[src/rtl/br_resolve_unit.sv]
// Elastic branch-resolution unit: resolves JAL/JALR/BR at issue, carries the result
// through DEPTH stages to a valid/ready port, squashes by ROB age, and counts outcomes.
module br_resolve_unit #(
  parameter int unsigned XLEN      = 32,
  parameter int unsigned ROB_IDX_W = 5,
  parameter int unsigned PHYS_W    = 6,
  parameter int unsigned DEPTH     = 2,
  parameter int unsigned CNT_W     = 32
) (
  input  logic                 clk,
  input  logic                 rst,
  input  logic                 in_valid,
  output logic                 in_ready,
  input  logic [ROB_IDX_W-1:0] in_rob_idx,
  input  logic [PHYS_W-1:0]    in_rd_phys,
  input  logic [4:0]           in_rd_arch,
  input  logic [6:0]           in_opcode,
  input  logic [2:0]           in_funct3,
  input  logic [XLEN-1:0]      in_pc,
  input  logic [XLEN-1:0]      in_rs1_v,
  input  logic [XLEN-1:0]      in_rs2_v,
  input  logic [XLEN-1:0]      in_imm,
  input  logic                 in_pred_taken,
  input  logic [XLEN-1:0]      in_pred_target,
  input  logic [ROB_IDX_W-1:0] rob_head,
  input  logic                 kill_valid,
  input  logic [ROB_IDX_W-1:0] kill_rob_idx,
  input  logic                 flush,
  output logic                 out_valid,
  input  logic                 out_ready,
  output logic [ROB_IDX_W-1:0] out_rob_idx,
  output logic [PHYS_W-1:0]    out_rd_phys,
  output logic [4:0]           out_rd_arch,
  output logic [XLEN-1:0]      out_data,
  output logic                 out_taken,
  output logic                 out_miss,
  output logic [XLEN-1:0]      out_target,
  input  logic                 cnt_clear,
  output logic [CNT_W-1:0]     cnt_resolved,
  output logic [CNT_W-1:0]     cnt_miss,
  output logic [CNT_W-1:0]     cnt_tgt_miss
);

  localparam int unsigned LAST    = DEPTH - 1;
  localparam logic [6:0]  OP_JAL  = 7'b1101111;
  localparam logic [6:0]  OP_JALR = 7'b1100111;
  localparam logic [6:0]  OP_BR   = 7'b1100011;

  typedef struct packed {
    logic [ROB_IDX_W-1:0] rob;
    logic [PHYS_W-1:0]    phys;
    logic [4:0]           arch;
    logic [XLEN-1:0]      data;
    logic                 taken;
    logic                 miss;
    logic [XLEN-1:0]      target;
    logic                 pred;
  } stage_t;

  logic [DEPTH-1:0]     r_v;
  stage_t               r_st [DEPTH];
  logic [CNT_W-1:0]     r_cnt_res, r_cnt_miss, r_cnt_tgt;

  logic                 w_is_jal, w_is_jalr, w_is_br, w_is_jump, w_cond;
  logic [XLEN-1:0]      w_pc4, w_br_tgt, w_jalr_sum;
  stage_t               w_res;
  logic                 w_hs, w_self, w_kill_in;
  logic [ROB_IDX_W-1:0] w_kage, w_sage;
  logic [DEPTH-1:0]     w_free, w_kill, w_src_v;
  stage_t               w_src [DEPTH];

  function automatic logic [ROB_IDX_W-1:0] f_age(input logic [ROB_IDX_W-1:0] x,
                                                 input logic [ROB_IDX_W-1:0] head);
    return x - head;
  endfunction

  always_comb begin
    w_is_jal   = (in_opcode == OP_JAL);
    w_is_jalr  = (in_opcode == OP_JALR);
    w_is_br    = (in_opcode == OP_BR);
    w_is_jump  = w_is_jal || w_is_jalr || w_is_br;
    w_pc4      = in_pc + XLEN'(4);
    w_br_tgt   = in_pc + in_imm;
    w_jalr_sum = in_rs1_v + in_imm;
    w_cond     = 1'b0;
    case (in_funct3)
      3'b000:  w_cond = (in_rs1_v == in_rs2_v);
      3'b001:  w_cond = (in_rs1_v != in_rs2_v);
      3'b100:  w_cond = ($signed(in_rs1_v) <  $signed(in_rs2_v));
      3'b101:  w_cond = ($signed(in_rs1_v) >= $signed(in_rs2_v));
      3'b110:  w_cond = (in_rs1_v <  in_rs2_v);
      3'b111:  w_cond = (in_rs1_v >= in_rs2_v);
      default: w_cond = 1'b0;
    endcase

    w_res      = '0;
    w_res.rob  = in_rob_idx;
    w_res.phys = in_rd_phys;
    w_res.arch = in_rd_arch;
    w_res.pred = in_pred_taken;
    if (w_is_jal || w_is_jalr) begin
      w_res.taken  = 1'b1;
      w_res.target = w_is_jal ? w_br_tgt : {w_jalr_sum[XLEN-1:1], 1'b0};
      w_res.data   = w_pc4;
      w_res.miss   = !in_pred_taken || (in_pred_target != w_res.target);
    end else if (w_is_br) begin
      w_res.taken  = w_cond;
      w_res.target = w_cond ? w_br_tgt : w_pc4;
      w_res.miss   = (w_cond != in_pred_taken) || (w_cond && (in_pred_target != w_res.target));
    end
  end

  // A stage can take new content when it is empty or some stage at/after it frees up;
  // squash refs are evaluated against the same-cycle handshake so kills land at this edge.
  always_comb begin
    w_hs      = r_v[LAST] && out_ready;
    w_self    = w_hs && r_st[LAST].miss;
    w_kage    = f_age(kill_rob_idx, rob_head);
    w_sage    = f_age(r_st[LAST].rob, rob_head);
    w_kill_in = flush
             || (kill_valid && (f_age(in_rob_idx, rob_head) > w_kage))
             || (w_self && (f_age(in_rob_idx, rob_head) > w_sage));
    w_kill  = '0;
    w_free  = '0;
    w_src_v = '0;
    for (int unsigned k = 0; k < DEPTH; k++) begin
      w_src[k]  = r_st[k];
      w_kill[k] = flush
               || (kill_valid && (f_age(r_st[k].rob, rob_head) > w_kage))
               || (w_self && (f_age(r_st[k].rob, rob_head) > w_sage));
      w_free[k] = out_ready;
      for (int unsigned j = k; j < DEPTH; j++) begin
        if (!r_v[j]) w_free[k] = 1'b1;
      end
    end
    w_src[0]   = w_res;
    w_src_v[0] = in_valid && w_is_jump && !w_kill_in;
    for (int unsigned k = 1; k < DEPTH; k++) begin
      w_src_v[k] = r_v[k-1] && !w_kill[k-1];
      w_src[k]   = r_st[k-1];
    end
  end

  always_ff @(posedge clk) begin
    if (!rst) begin
      r_v <= '0;
      for (int unsigned k = 0; k < DEPTH; k++) r_st[k] <= '0;
    end else begin
      for (int unsigned k = 0; k < DEPTH; k++) begin
        if (w_free[k]) begin
          r_v[k] <= w_src_v[k];
          if (w_src_v[k]) r_st[k] <= w_src[k];
        end else begin
          r_v[k] <= r_v[k] && !w_kill[k];
        end
      end
    end
  end

  always_ff @(posedge clk) begin
    if (!rst || cnt_clear) begin
      r_cnt_res  <= '0;
      r_cnt_miss <= '0;
      r_cnt_tgt  <= '0;
    end else if (w_hs) begin
      if (r_cnt_res != '1) r_cnt_res <= r_cnt_res + CNT_W'(1);
      if (r_st[LAST].miss && (r_cnt_miss != '1)) r_cnt_miss <= r_cnt_miss + CNT_W'(1);
      if (r_st[LAST].miss && r_st[LAST].taken && r_st[LAST].pred && (r_cnt_tgt != '1))
        r_cnt_tgt <= r_cnt_tgt + CNT_W'(1);
    end
  end

  assign in_ready     = rst && w_free[0];
  assign out_valid    = r_v[LAST];
  assign out_rob_idx  = r_st[LAST].rob;
  assign out_rd_phys  = r_st[LAST].phys;
  assign out_rd_arch  = r_st[LAST].arch;
  assign out_data     = r_st[LAST].data;
  assign out_taken    = r_st[LAST].taken;
  assign out_miss     = r_st[LAST].miss;
  assign out_target   = r_st[LAST].target;
  assign cnt_resolved = r_cnt_res;
  assign cnt_miss     = r_cnt_miss;
  assign cnt_tgt_miss = r_cnt_tgt;

endmodule

[config.mk]
export PLATFORM = sky130hd
export DESIGN_NAME = br_resolve_unit
export DESIGN_NICKNAME = d
export VERILOG_FILES = /design/src/rtl/br_resolve_unit.sv
export SDC_FILE = /design/constraint.sdc
export NUM_CORES = 1
export LEC_CHECK = 0
export CAP_MARGIN = 15
export CORE_UTILIZATION = 49
export CTS_BUF_LIST = sky130_fd_sc_hd__clkbuf_8
export DETAILED_ROUTE_END_ITERATION = 7
export PLACE_DENSITY = 0.84
export REMOVE_ABC_BUFFERS = 1
export SLEW_MARGIN = 20
export SYNTH_ARGS = -nofsm -noshare
export SYNTH_HDL_FRONTEND = slang
export SYNTH_SLANG_ARGS = --single-unit
export TNS_END_PERCENT = 50
[constraint.sdc]
create_clock -name clk -period 10.45 [get_ports clk]
set_input_delay 2.09 -clock clk [delete_from_list [all_inputs] [get_ports clk]]
set_output_delay 2.09 -clock clk [all_outputs]
set_load 0.02 [all_outputs]
==> flow_results.org <==
** Logic synthesis
- Of the total synthesized cell area, the portion taken by AND, OR, NAND and NOR gates is 0.200.
- The largest total area in the synthesized netlist belongs to sky130_fd_sc_hd__edfxtp_1.
- Number of flops mapped to enable cells by yosys :: 166
- By area, the combinational part of the netlist is dominated by simple AND/OR/NAND/NOR gates.
- Cell area after synthesis :: 0.0189 mm^2
- Of the total synthesized cell area, the portion taken by full adders, half adders and majority gates is 0.0979.
- Syn. warnings :: 0
- Of the synthesized area, sequential elements account for 0.368.
- The number of different library cells used by synthesis comes to 82.
- After synthesis, the share of flip-flops with an asynchronous set or reset is 0.
- In this run, synthesis produced a sequential element count of 264.
- The share of the synthesized area in compound gates (AO/OA/AOI/OAI) came to 0.145.
- Largest cells by area after synthesis :: sky130_fd_sc_hd__edfxtp_1 (26%), sky130_fd_sc_hd__dfxtp_1 (10%), sky130_fd_sc_hd__ha_1 (9.2%), sky130_fd_sc_hd__xor2_1 (5.8%), sky130_fd_sc_hd__xnor2_1 (4.6%)
- For this run, the leading register cell type out of synthesis is sky130_fd_sc_hd__edfxtp_1.
- Of the total synthesized cell area, the portion taken by XOR and XNOR cells is 0.111.
- In the synthesized netlist, the number of instances is 2061.
- After synthesis, the mean cell area works out to 9.15 um^2.
- Of the post-synthesis cell area, the dominant cell type holds 0.264.
- Proportion of synthesized area in mux cells :: 0.0160

** STA
- Maximum frequency from static timing analysis :: 0.152 GHz
- Setup violations remaining at the end of the flow were counted as 0.
- Slew headroom :: 0.305
- Setup Total Neg Slack :: 0 ps
- Skew final :: 37.6 ps
- The total count of max-transition violations in the final report came to 0.
- Final critical path time including I/O delays and setup :: 6580 ps
- Dividing the final minimum period by the clock period gives 0.630.
- Slew at the pin closest to its max-slew limit :: 1040 ps
- Setup repair after global routing left no endpoint under its margin.
- The count of endpoints failing hold in the final timing report was 0.
- Setup slack of the critical path after layout :: 3870 ps

** Critical path
- The critical path starts at in_opcode[3].
- Category of the worst setup path capture point :: flip-flop
- Critical Path Start Type :: primary input
- Launch instance of the worst register-to-register path :: r_st[0][161]
- Across all register-to-register paths, the minimum setup slack is 5940 ps.
- The worst register-to-register path ends at r_st[0][111].
- Number of cells on the worst reg-to-reg path :: 15
- STA puts the critical path data arrival time at 6830 ps.
- Start-to-end type of the worst setup path :: in -> reg
- Of all nets on the critical path, the largest fanout is 40.
- Required time worst endpoint :: 10700 ps
- End point of the critical path :: r_st[0][33]

** Outcome
- The flow ran to the end, and the final reports show no timing, DRC or antenna violations.

** Place
- Pre-CTS WS :: 3470 ps
- Number of port buffers :: 383
- Detailed placement ended at an HPWL of 47600 um.
- The congestion estimate from routability-driven global placement came to 0.983.
- Placed insts :: 2816
- Instance area at placement :: 0.0226 mm^2

** Finish
- Growth of design area from synthesis to finish :: 24.0%
- Utilization of the core after routing :: 0.619
- Layout cells sized above 1 :: 0.0396
- Final non-filler cell total :: 2887
- The finished cells cover 0.0234 mm^2.
- Filler cell count in the final layout :: 3084
- After the last flow step, the layout net total stands at 2697.

** Clock tree
- CTS max path bufs :: 3
- The clock net in this run drives a total of 264 sinks.
- The number of hold buffers added after CTS was 0.
- Buffers inserted during clock tree synthesis total 42.
- Count of cells resized by post-cts repair :: 0
- In this run the clock root is driven by a sky130_fd_sc_hd__clkbuf_8.
- CTS tree :: yes
- After clock tree synthesis, the clock-pin slew on the worst setup and hold paths is 60 ps.
- At the later pin of the worst-skew pair, clock insertion delay measures 560 ps.
- CTS built an H-tree with a depth of 2.
- After clock tree synthesis, the setup repair step added 0 buffers.

** Floorplan
- Horizontal die dimension :: 198 um
- Floorplan die area :: 0.0393 mm^2
- Cell Rows :: 71
- Core region area :: 0.0378 mm^2
- Die Height :: 198 um
- Number of top-level design ports :: 384
- For this configuration, the core starts out at a cell density of 0.499.

** Global route
- For this run, the total global-route usage over all layers was measured as 0.300.
- Global routing finished with a remaining overflow of 0.
- Number of global-route vias before repair :: 16600
- Entering global routing, the biggest net connects 112 pins.
- The first global-routing pass estimated 90300 um of wire.
- Initial antenna violation count :: 1

** Drt
- 1st-iter DRT viols :: 1107
- Routed via count :: 16600
- Drt total wl :: 59800 um
- Post-detailed-route wirelength per cell :: 20.7 um
- The pre-antenna-repair detailed-routing pass consisted of 6 iterations.
- In this run the remaining antenna-violating nets after routing total 0.
- Vias per cell :: 5.76
- Total DRC errors in the routed layout :: 0

** Power and ir drop
- IR analysis of the VDD net gives a maximum drop of 0.0000646 V.
- Power density of the placed cells :: 119 mW/mm^2
- Leakage :: 9.19 nW

** Worst hold path
- Worst Hold Class :: reg -> reg

** Run
- Across the run, the number of max-cap violations was 0.
-- report_power, final --
| part | total, mW | leakage (nW) | internal, mW | switching, mW |
|---|---|---|---|---|
| Combinational | 0.779 | 6.20 | 0.327 | 0.452 |
| Clock | 0.863 | 0.471 | 0.469 | 0.394 |
| Sequential | 1.13 | 2.52 | 1.13 | 0.00647 |
| Total | 2.78 | 9.19 | 1.92 | 0.853 |
-- metrics by stage --
step	hold slack (ps)	total power, mW
2_1_floorplan	497	1.63
3_3_place_gp	480	1.91
3_5_place_dp	497	1.91
4_1_cts	499	2.78
5_1_grt	528	2.90
6_report	507	2.78
-- layout by cell type, fill, tap and decap left out, types with 98 or more instances in the layout --
cell                              Yosys  layout
sky130_fd_sc_hd__xnor2_1            100     100
sky130_fd_sc_hd__ha_1               138     138
sky130_fd_sc_hd__xor2_1             125     125
sky130_fd_sc_hd__a21oi_1            124     124
sky130_fd_sc_hd__and2_1             119     119
sky130_fd_sc_hd__dfxtp_1             98      98
sky130_fd_sc_hd__nor2_1             215     215
sky130_fd_sc_hd__clkdlybuf4s50_1      0     383
sky130_fd_sc_hd__nand2_1            132     132
sky130_fd_sc_hd__edfxtp_1           166     166
sky130_fd_sc_hd__inv_1               86      99
-- per-layer routing --
metal	track usage	vias up	wire (um)
li1	-	7873	-
met1	0.349	7768	23400
met2	0.513	794	28100
met3	0.0651	184	5150
met4	0.159	0	3240
met5	0	-	0
-- cell usage after synthesis, drive strengths merged, types with 9 or more instances --
cell type / instances
nor2: 215
edfxtp: 166
ha: 138
nand2: 132
xor2: 125
a21oi: 124
and2: 120
xnor2: 100
dfxtp: 98
inv: 86
buf: 85
o21ai: 77
nand3: 69
clkbuf: 63
and3: 42
nand4: 42
a21o: 38
o22ai: 29
nor2b: 23
nand2b: 21
mux2i: 20
o21a: 20
nor3: 19
a211oi: 17
and4: 17
or3: 12
a31oi: 11
o211ai: 11
nor4: 10
mux2: 9
-- worst max-delay path, stage by stage --
cell	delay, ps
sky130_fd_sc_hd__clkdlybuf4s50_1	570
sky130_fd_sc_hd__and4_1	300
sky130_fd_sc_hd__and2_2	730
sky130_fd_sc_hd__mux2i_1	390
sky130_fd_sc_hd__xnor2_1	110
sky130_fd_sc_hd__a2111oi_0	390
sky130_fd_sc_hd__o2111ai_1	200
sky130_fd_sc_hd__nor4_1	520
sky130_fd_sc_hd__nand4_1	160
sky130_fd_sc_hd__nor4b_1	550
sky130_fd_sc_hd__o2111ai_1	220
sky130_fd_sc_hd__nor4_1	420
sky130_fd_sc_hd__o32ai_1	170
-- cell families (layout without fill, tap and decap cells) --
group / Yosys count / in the layout
buffers and inverters: 234 / 548
AO/OA/AOI/OAI: 418 / 418
AND/OR/NAND/NOR: 742 / 742
other: 0 / 1
adder cells (fa/ha/maj): 144 / 144
multiplexers: 29 / 29
XOR/XNOR: 230 / 230
flip-flops: 264 / 264
-- layout make-up --
class	count	area (um^2)	area share
timing repair buffer	392	3900	0.167
clock inverter	18	97.6	0.00417
sequential	264	6950	0.297
multi-input combinational	1563	10800	0.460
antenna	1	2.50	0.000107
tap	511	639	0.0273
inverter	86	323	0.0138
clock buffer	52	716	0.0306
-- flip-flops by register name, summed over array words and instances, names as in the netlist --
signal / cells
r_st: 166
cnt_resolved: 32
r_v: 2
cnt_miss: 32
cnt_tgt_miss: 32
-- worst min path at each step --
stage,start,to,cells after the start
finish,cnt_resolved[13],cnt_resolved[13],2
global route,r_st[0][65],r_st[0][148],1
CTS,r_st[0][74],r_st[0][157],1
detailed placement,cnt_resolved[13],cnt_resolved[13],2
global placement,cnt_miss[26],cnt_miss[26],2
floorplan,r_st[0][17],r_st[0][100],1
No activity file was read; power rests on OpenSTA's default activity.
